==> src/rtl/cnn_pkg.sv <==
// Shared constants for the CNN weight-fetch path: default sizes, requester
// index assignments and a small index helper.
package cnn_pkg;

  localparam int NUM_REQ = 8;
  localparam int ADDR_W  = 20;
  localparam int DATA_W  = 64;
  localparam int RD_LAT  = 2;

  localparam int REQ_CONV0 = 0;
  localparam int REQ_CONV1 = 1;
  localparam int REQ_CONV2 = 2;
  localparam int REQ_CONV3 = 3;
  localparam int REQ_CONV4 = 4;
  localparam int REQ_FC0   = 5;
  localparam int REQ_FC1   = 6;
  localparam int REQ_FC2   = 7;

  // Next index in a ring of n entries.
  function automatic int wrap_inc(input int idx, input int n);
    return (idx + 1 >= n) ? 0 : idx + 1;
  endfunction

endpackage

==> src/rtl/wgt_arb_rr_pick.sv <==
// Combinational round-robin picker: grants the first set request found
// scanning upward from the index after last_i, wrapping at NUM_REQ.
module rr_pick #(
  parameter int NUM_REQ = 8,
  parameter int IDX_W   = 3
) (
  input  logic [NUM_REQ-1:0] req_i,
  input  logic [IDX_W-1:0]   last_i,
  output logic [NUM_REQ-1:0] gnt_o
);
  import cnn_pkg::*;

  int   pos;
  logic found;

  // Scan NUM_REQ positions starting just after the last winner.
  always_comb begin
    gnt_o = '0;
    found = 1'b0;
    pos   = 0;
    for (int k = 1; k <= NUM_REQ; k++) begin
      pos = int'(last_i) + k;
      if (pos >= NUM_REQ) pos = pos - NUM_REQ;
      if (!found && req_i[pos[IDX_W-1:0]]) begin
        gnt_o[pos[IDX_W-1:0]] = 1'b1;
        found                 = 1'b1;
      end
    end
  end

endmodule

==> src/rtl/wgt_arb.sv <==
// Weight-memory read arbiter: round-robin grants among layer requesters,
// per-requester wrapping address pointers, and a tag pipeline that steers
// read data back to its owner RD_LAT+1 cycles after the grant.
module wgt_arb #(
  parameter int NUM_REQ = cnn_pkg::NUM_REQ,
  parameter int ADDR_W  = cnn_pkg::ADDR_W,
  parameter int DATA_W  = cnn_pkg::DATA_W,
  parameter int RD_LAT  = cnn_pkg::RD_LAT
) (
  input  logic                      clk,
  input  logic                      rst,
  input  logic                      cfg_load,
  input  logic [NUM_REQ*ADDR_W-1:0] cfg_base,
  input  logic [NUM_REQ*ADDR_W-1:0] cfg_len,
  input  logic [NUM_REQ-1:0]        req,
  output logic [NUM_REQ-1:0]        gnt,
  output logic                      mem_rd_en,
  output logic [ADDR_W-1:0]         mem_addr,
  input  logic [DATA_W-1:0]         mem_rd_data,
  output logic [NUM_REQ-1:0]        rsp_valid,
  output logic [DATA_W-1:0]         rsp_data,
  output logic                      busy
);
  import cnn_pkg::*;

  localparam int IDX_W = (NUM_REQ > 1) ? $clog2(NUM_REQ) : 1;

  logic [ADDR_W-1:0]  base_q [NUM_REQ];
  logic [ADDR_W-1:0]  len_q  [NUM_REQ];
  logic [ADDR_W-1:0]  ptr_q  [NUM_REQ];
  logic [ADDR_W-1:0]  ptr_d;
  logic [IDX_W-1:0]   start_q, start_d;
  logic [IDX_W-1:0]   last_idx;
  logic [IDX_W-1:0]   gnt_idx;
  logic [NUM_REQ-1:0] elig;
  logic [NUM_REQ-1:0] pick;
  logic               vld_p [RD_LAT];
  logic [IDX_W-1:0]   tag_p [RD_LAT];
  logic [NUM_REQ-1:0] tag_oh;
  logic [NUM_REQ-1:0] rsp_valid_q;
  logic [DATA_W-1:0]  rsp_data_q;
  logic               inflight;

  // Requesters with a zero-length region are ignored; a config load blocks all grants.
  always_comb begin
    elig = '0;
    for (int i = 0; i < NUM_REQ; i++) begin
      elig[i] = req[i] && (len_q[i] != '0) && !cfg_load;
    end
  end

  // The picker wants the last winner; start_q holds where the search begins.
  always_comb begin
    last_idx = (start_q == '0) ? IDX_W'(NUM_REQ - 1) : start_q - IDX_W'(1);
  end

  rr_pick #(
    .NUM_REQ(NUM_REQ),
    .IDX_W  (IDX_W)
  ) u_pick (
    .req_i (elig),
    .last_i(last_idx),
    .gnt_o (pick)
  );

  assign gnt       = pick;
  assign mem_rd_en = |pick;

  // One-hot grant to binary index.
  always_comb begin
    gnt_idx = '0;
    for (int i = 0; i < NUM_REQ; i++) begin
      if (pick[i]) gnt_idx = IDX_W'(i);
    end
  end

  // Drive the winner's pointer; zero when idle.
  always_comb begin
    mem_addr = mem_rd_en ? ptr_q[gnt_idx] : '0;
  end

  // Winner's next pointer: wrap to base after the last word of its region.
  always_comb begin
    ptr_d = ptr_q[gnt_idx] + ADDR_W'(1);
    if (ptr_q[gnt_idx] == base_q[gnt_idx] + len_q[gnt_idx] - ADDR_W'(1)) begin
      ptr_d = base_q[gnt_idx];
    end
  end

  // Search resumes just after the winner; no grant leaves it in place.
  always_comb begin
    start_d = mem_rd_en ? IDX_W'(wrap_inc(int'(gnt_idx), NUM_REQ)) : start_q;
  end

  // Region configuration and per-requester address pointers.
  always_ff @(posedge clk or posedge rst) begin
    if (rst) begin
      for (int i = 0; i < NUM_REQ; i++) begin
        base_q[i] <= '0;
        len_q[i]  <= '0;
        ptr_q[i]  <= '0;
      end
    end else if (cfg_load) begin
      for (int i = 0; i < NUM_REQ; i++) begin
        base_q[i] <= cfg_base[i*ADDR_W +: ADDR_W];
        len_q[i]  <= cfg_len[i*ADDR_W +: ADDR_W];
        ptr_q[i]  <= cfg_base[i*ADDR_W +: ADDR_W];
      end
    end else if (mem_rd_en) begin
      ptr_q[gnt_idx] <= ptr_d;
    end
  end

  // Round-robin search start.
  always_ff @(posedge clk or posedge rst) begin
    if (rst) start_q <= '0;
    else     start_q <= start_d;
  end

  // ---- stage p0..p(RD_LAT-1): owner tags ride alongside the memory read ----
  always_ff @(posedge clk or posedge rst) begin
    if (rst) begin
      for (int s = 0; s < RD_LAT; s++) begin
        vld_p[s] <= 1'b0;
        tag_p[s] <= '0;
      end
    end else begin
      vld_p[0] <= mem_rd_en;
      tag_p[0] <= gnt_idx;
      for (int s = 1; s < RD_LAT; s++) begin
        vld_p[s] <= vld_p[s-1];
        tag_p[s] <= tag_p[s-1];
      end
    end
  end

  // Owner of the word arriving from memory this cycle.
  always_comb begin
    tag_oh                   = '0;
    tag_oh[tag_p[RD_LAT-1]]  = 1'b1;
  end

  // ---- response register: capture memory data and its owner ----
  always_ff @(posedge clk or posedge rst) begin
    if (rst) begin
      rsp_valid_q <= '0;
      rsp_data_q  <= '0;
    end else begin
      rsp_valid_q <= vld_p[RD_LAT-1] ? tag_oh : '0;
      if (vld_p[RD_LAT-1]) rsp_data_q <= mem_rd_data;
    end
  end

  assign rsp_valid = rsp_valid_q;
  assign rsp_data  = rsp_data_q;

  // Busy while anyone asks or a read is still travelling through memory.
  always_comb begin
    inflight = 1'b0;
    for (int s = 0; s < RD_LAT; s++) inflight = inflight | vld_p[s];
    busy = (|req) | inflight;
  end

endmodule
==> config.mk <==
export PLATFORM = sky130hd
export DESIGN_NAME = wgt_arb
export DESIGN_NICKNAME = d
export VERILOG_FILES = /design/src/rtl/cnn_pkg.sv /design/src/rtl/wgt_arb_rr_pick.sv /design/src/rtl/wgt_arb.sv
export SDC_FILE = /design/constraint.sdc
export NUM_CORES = 2
export LEC_CHECK = 0
export CAP_MARGIN = 10
export CORE_MARGIN = 5
export CORE_UTILIZATION = 54
export CTS_BUF_LIST = sky130_fd_sc_hd__clkbuf_8 sky130_fd_sc_hd__clkbuf_16
export DETAILED_ROUTE_END_ITERATION = 8
export GPL_ROUTABILITY_DRIVEN = 0
export PLACE_DENSITY = 0.81
export SYNTH_ARGS = -nofsm -noshare
export SYNTH_HDL_FRONTEND = slang
export SYNTH_SLANG_ARGS = --single-unit
==> constraint.sdc <==
create_clock -name clk -period 21.5 [get_ports clk]
set_input_delay 4.3 -clock clk [delete_from_list [all_inputs] [get_ports clk]]
set_output_delay 4.3 -clock clk [all_outputs]
set_load 0.02 [all_outputs]
## Yosys cells after proc, flatten, opt, wreduce, memory -nomap -nowiden

Cells that the tools add are included.

- Register bits after elaboration: 563
- Bits of input ports: 395
- Output and inout port bits: 102
- Logic and storage cells: 228

- Add/subtract/negate cells: 21
- $lt $le $gt $ge: 29
- Equality and inequality tests: 1
- Mux-type cells: 83
- Bitwise gates (word level): 10
- Reductions and logical operators: 53

Operator list:

| cell | number |
|---|---|
| $mux W160 | 2 |
| $bmux W20 S3 | 3 |
| $mux W20 | 9 |
| $bwmux W160 | 1 |
| $reduce_bool A20 Y1 | 8 |
| $mux W8 | 9 |
| $demux W20 S3 | 1 |
| $or A8 B8 Y8 | 7 |
| $mux W3 | 16 |
| $ge A4 B4 Y1 const B | 9 |
| $lt A3 B4 Y1 const B | 9 |
| $logic_and A1 B1 Y1 | 33 |
| $demux W1 S3 | 9 |
| $ge A3 B1 Y1 const B | 9 |
| $sub A3 B1 Y3 const B | 9 |
| $mux W1 | 25 |
| $bmux W1 S3 | 8 |
| $add A20 B1 Y20 const B | 1 |
| $add A20 B20 Y20 | 1 |
| $eq A20 B20 Y1 | 1 |
| $sub A20 B1 Y20 const B | 1 |
| $add A3 B3 Y4 const B | 4 |
| $reduce_or A8 Y1 | 2 |
| $add A3 B1 Y4 const B | 2 |
| 9 further kinds | 18 |

## Longest topological paths before layout

- Depth after elaboration: 47
- Gate-level depth with buffers: 51

## By module

From an unflattened synthesis, not the netlist that was laid out.

- Cell total of the unflattened synthesis: 2596
- Area, all modules: 28878.9 um^2

By module, submodules not included:

| module | times used | cells each | area each (um^2) | sequential area each (um^2) |
|---|---|---|---|---|
| wgt_arb | 1 | 2510 | 27983.1 | 14088.5 |
| rr_pick | 1 | 86 | 895.9 | 0.0 |

## Least setup slack after synthesis

OpenSTA, ideal clock, no wires.

- Path kind: input to register
- From: input port cfg_load
- To: register ptr_q[140] (netlist bit)
- Library setup time: 0.077 ns
- Arrival: 12.852 ns
- Data required time: 21.423 ns
- Slack: 8.570 ns
- Stages on the path: 42
- Cell sequence: buf_2 -> nor2_1 -> and2_1 -> o21ai_0 -> o211a_1 -> nand4_2 -> buf_4 -> nor2_1 -> a221oi_1 -> nand3_2 -> nor3_4 -> buf_2 -> buf_1 -> clkbuf_1 -> buf_1 -> mux2i_1 -> o211ai_1 -> a21oi_1 -> (+6 left out) -> o21ai_0 -> a21oi_1 -> o21ai_0 -> a21boi_0 -> o21ai_0 -> a21boi_0 -> o21a_1 -> o211ai_1 -> a21oi_1 -> or3_1 -> nand2_1 -> xnor2_1 -> nand4_1 -> or4_1 -> or4_4 -> buf_6 -> mux2_4 -> o21ai_1

- Longest elaborated chain between the ends: 44

Ends and longest elaborated chain:

| item | line | text |
|---|---|---|
| start: declaration | wgt_arb.sv:12 | `input logic cfg_load,` |
| $logic_not A1 Y1 | wgt_arb.sv:48 | `elig[i] = req[i] && (len_q[i] != '0) && !cfg_load;` |
| $logic_and A1 B1 Y1 | wgt_arb.sv:48 |  |
| $bmux W1 S3 | wgt_arb_rr_pick.sv:24 | `if (!found && req_i[pos[IDX_W-1:0]]) begin` |
| $mux W1 (implied by the code) | wgt_arb_rr_pick.sv:24 |  |
| $mux W1 | wgt_arb_rr_pick.sv:24 |  |
| $logic_not A1 Y1 | wgt_arb_rr_pick.sv:24 |  |
| $logic_and A1 B1 Y1 | wgt_arb_rr_pick.sv:24 |  |
| $mux W1 | wgt_arb_rr_pick.sv:24 |  |
| (+27 left out) | - |  |
| $mux W20, on equally long branches (2 in a row) | wgt_arb.sv:85, wgt_arb.sv:86 |  |
| $add A20 B20 Y20 | wgt_arb.sv:85 | `if (ptr_q[gnt_idx] == base_q[gnt_idx] + len_q[gnt_idx] - ADDR_W'(1)) begin` |
| $sub A20 B1 Y20 | wgt_arb.sv:85 |  |
| $eq A20 B20 Y1 | wgt_arb.sv:85 |  |
| $mux W20 | wgt_arb.sv:85 |  |
| $bwmux W160 | wgt_arb.sv:110 | `ptr_q[gnt_idx] <= ptr_d;` |
| $mux W160 | wgt_arb.sv:109 | `end else if (mem_rd_en) begin` |
| $mux W160 | wgt_arb.sv:103 | `end else if (cfg_load) begin` |
| end signal: indexed assignment | wgt_arb.sv:107 | `ptr_q[i] <= cfg_base[i*ADDR_W +: ADDR_W];` |
| end signal: indexed assignment | wgt_arb.sv:110 |  |
| end: declaration | wgt_arb.sv:30 | `logic [ADDR_W-1:0] ptr_q [NUM_REQ];` |

Several ways; a longest one is shown, not always the timed one. The select of a mux whose other input is x is not followed.
A chain may end at the register's enable or synchronous reset.

## Worst setup path after layout

- From: input port cfg_load
- To: output port mem_addr[8]

- Longest elaborated chain between the ends: 38

Ends and longest elaborated chain:

| item | line | text |
|---|---|---|
| $logic_not A1 Y1 * | wgt_arb.sv:48 |  |
| $logic_and A1 B1 Y1 | wgt_arb.sv:48 |  |
| $bmux W1 S3 | wgt_arb_rr_pick.sv:24 |  |
| $mux W1 (implied by the code) | wgt_arb_rr_pick.sv:24 |  |
| $mux W1 | wgt_arb_rr_pick.sv:24 |  |
| $logic_not A1 Y1 | wgt_arb_rr_pick.sv:24 |  |
| $logic_and A1 B1 Y1 | wgt_arb_rr_pick.sv:24 |  |
| $mux W1 | wgt_arb_rr_pick.sv:24 |  |
| (+16 left out) | - |  |
| $logic_and A1 B1 Y1 | wgt_arb_rr_pick.sv:24 |  |
| $mux W8 * | wgt_arb_rr_pick.sv:24 |  |
| $mux W1 | wgt_arb.sv:73 | `if (pick[i]) gnt_idx = IDX_W'(i);` |
| $mux W3 (6 in a row) | wgt_arb.sv:73 |  |
| $not A3 Y4 (implied by the code) | wgt_arb.sv:79 | `mem_addr = mem_rd_en ? ptr_q[gnt_idx] : '0;` |
| $bmux W20 S3 | wgt_arb.sv:79 |  |
| $mux W20 (implied by the code) (2 in a row) | wgt_arb.sv:79 |  |
| $mux W20 * | wgt_arb.sv:79 |  |
| end: declaration | wgt_arb.sv:18 | `output logic [ADDR_W-1:0] mem_addr,` |

Mark *: on every way between the ends. The rest lies on a longest branch, timed or not. The select of a mux whose other input is x is not followed.

==> results.toml <==
[status]
status = "finished, violations left"
violations = "design-rule violations"

[drt]
vias_per_cell = 6.91
wl_met3_mm = 16.8
wl_met2_mm = 46.9
drt_drc_violations_left = 45
dr_total_vias = 26185
wl_met1_mm = 40.2
drt_iter0_markers = 4491
top_layer = "met5"
dr.pass1.iters = 9
totalWireLength_mm = 111
avgRoutedWirePerCell_microns = 29.4
ant_nets = 0

[synthesis]
synth_compound_area_share_pct = 16.4
synth-seq-cells = 563
syn_avg_cell_area_sq_um = 10.9
synthArstFlopShare_pct = 100
syn-instance-count = 2626
synth_edf_count = 0
synth_ff_type = "dfrtp_1"
synth_top_area_share_pct = 49.2
synthTopCellsByCount = "dfrtp_1 (563), mux2_2 (393), nand2_1 (184)"
synth.area.top_cells = "dfrtp_1 (49%), mux2_2 (15%), a22oi_1 (4.5%)"
synth_xor_area_share_pct = 1.73
synth_mux_area_share_pct = 17.1
yosys_warnings = 0
synth-adder-area-share_pct = 2.08
ys_seq_area_share_pct = 49.2
synth.distinct_cells = 86
synth_top_area_cell = "dfrtp_1"
synth_nets = 3068
synth.most_common_cell = "dfrtp_1"
syn_area_sq_mm = 0.0286
synth-simple-area-share_pct = 9.71
synth_top_family_by_area = "multiplexers"

[sta]
fin_setup_tns_ns = 0
worstMarginPinSlew_ns = 1.28
slew_headroom_pct = 14.8
hold_viol = 0
finalSetupViolations = 0
rsz0062_at_grt = "no"
fmax_mhz = 62.8
post-route-min-period_ns = 15.92
finClkSkew_ns = 0.0282
drv_slew = 0
fin_crit_sh_pct = 74.0
holdWs_ns = 0.352

[global_routing]
grt_start_max_net_pins = 183
gr-total-overflow = 0
grt_usage_pct = 37.2
grt_pass1_vias = 25925
grt_pass1_wl_mm = 163
antenna_found_initial = 6

[floorplan]
dieArea_sq_mm = 0.0577
die_y_microns = 240
core_area_sq_mm = 0.0526
initial_core_util_pct = 54.4
die_w_microns = 240
std_cell_rows = 84
pin_count = 497

[cells_and_area]
fin_nets = 3491
finalInstanceArea_sq_mm = 0.0361
fin_util_pct = 68.7
drive_gt1_share_pct = 19.1
nFillCells = 3786
area_growth_pct = 26.2

[job]
cap_violations = 0

[cts]
path_clk_slew_ns = 0.05
cts_setup_buffers = 0
cts_root_buf = "clkbuf_16"
htree_levels = 2
clk_latency_ns = 0.64
cts_max_path_buffers = 3
ctsHoldBuffers = 0
cts_tree = "done"
numCtsBuffers = 59
post_cts_resized = 0
cts.sinks = 563

[critical_path]
cp_max_fo = 167
crit_type = "primary input to primary output"
arrival_ns = 11.62
worst_setup_path_start_kind = "primary input"
cp-end-kind = "primary output"
worstPathRequired_ns = 17.20
reg2reg_setup_slack_ns = 8.47

[place]
post_dp_cell_area_sq_mm = 0.0341
hpwl_mm = 81.2
numPortBuffers = 496

[hold_path]
hp-class = "flop to flop"
## registers in the layout, summed over array words and instances (netlist names)
name,count
ptr_q,160
vld_p,2
base_q,160
rsp_valid,8
len_q,160
start_q,3
rsp_data,64
tag_p,6
## placed cells by master, fill, tap and decap left out, types with 15 or more instances in the layout
cell             instances
a21oi_1                108
o211ai_1                29
nand3_1                 59
nor4_1                  74
dfrtp_1                562
clkbuf_8                15
o21ai_0                 47
a22oi_1                171
nor2_1                  99
inv_1                   88
clkdlybuf4s50_1        495
o22ai_1                 33
clkbuf_16               60
nand2_1                183
nand4_1                 40
mux2_2                 393
ha_1                    46
buf_4                   39
nor3_1                  26
xor2_1                  18
xnor2_1                 36
mux2_4                  18
o21ai_1                164
## logic make-up after synthesis
kind of cell    Yosys count
compound gates          707
xor+xnor                 55
fa+ha+maj                47
buf+inv                 260
flops                   563
mux                     429
simple gates            565
## metrics by stage
stage	instances	worst slack, ns
3_5_place_dp	3674	5.64
4_1_cts	3778	5.98
6_report	3787	5.58
3_3_place_gp	3674	6.07
5_1_grt	3784	5.19
2_1_floorplan	2626	1.45
## metal layers
layer  GRT usage, %  vias up
met4           20.1        4
met2           53.7     2343
met5              0        -
li1               -    10666
met3           14.7      550
met1           48.4    12622
## critical path: stages
cell and delay (ns):
buf_8 0.81, nor2_1 0.40, and2_1 0.33, a2111oi_4 0.63, o21ai_0 0.31, nor3_2 0.28, o21ai_0 0.18, and2_1 0.17
buf_4 0.30, inv_2 0.62, nor3_4 0.10, buf_4 0.34, inv_2 0.52, o21ai_0 0.24, a211oi_1 1.04, nor2b_1 0.29
clkdlybuf4s50_1 0.64
## path summary, 6_finish.rpt
kind                                 start           to  cells after the start
worst max-delay path              cfg_load  mem_addr[8]                     17
worst min-delay path              tag_p[4]     tag_p[1]                      0
worst max register to register  start_q[0]    ptr_q[78]                     44
worst min register to register    tag_p[4]     tag_p[1]                      0
max in group asynchronous              rst   base_q[76]                      3
min in group asynchronous              rst   base_q[23]                      2
## final cells by class
class,instances,area (sq um),share of cell area [%]
multi-input combinational,1803,13500,37.4
tap,688,861,2.38
inverter,84,323,0.894
antenna,7,17.5,0.0485
sequential,563,14100,39.0
clock inverter,29,280,0.776
clock buffer,75,1710,4.73
timing repair buffer,538,5300,14.7
Power is left out: the tool's default activity adds up to more than one toggle a clock period on the data nets, which glitch-free logic cannot reach.
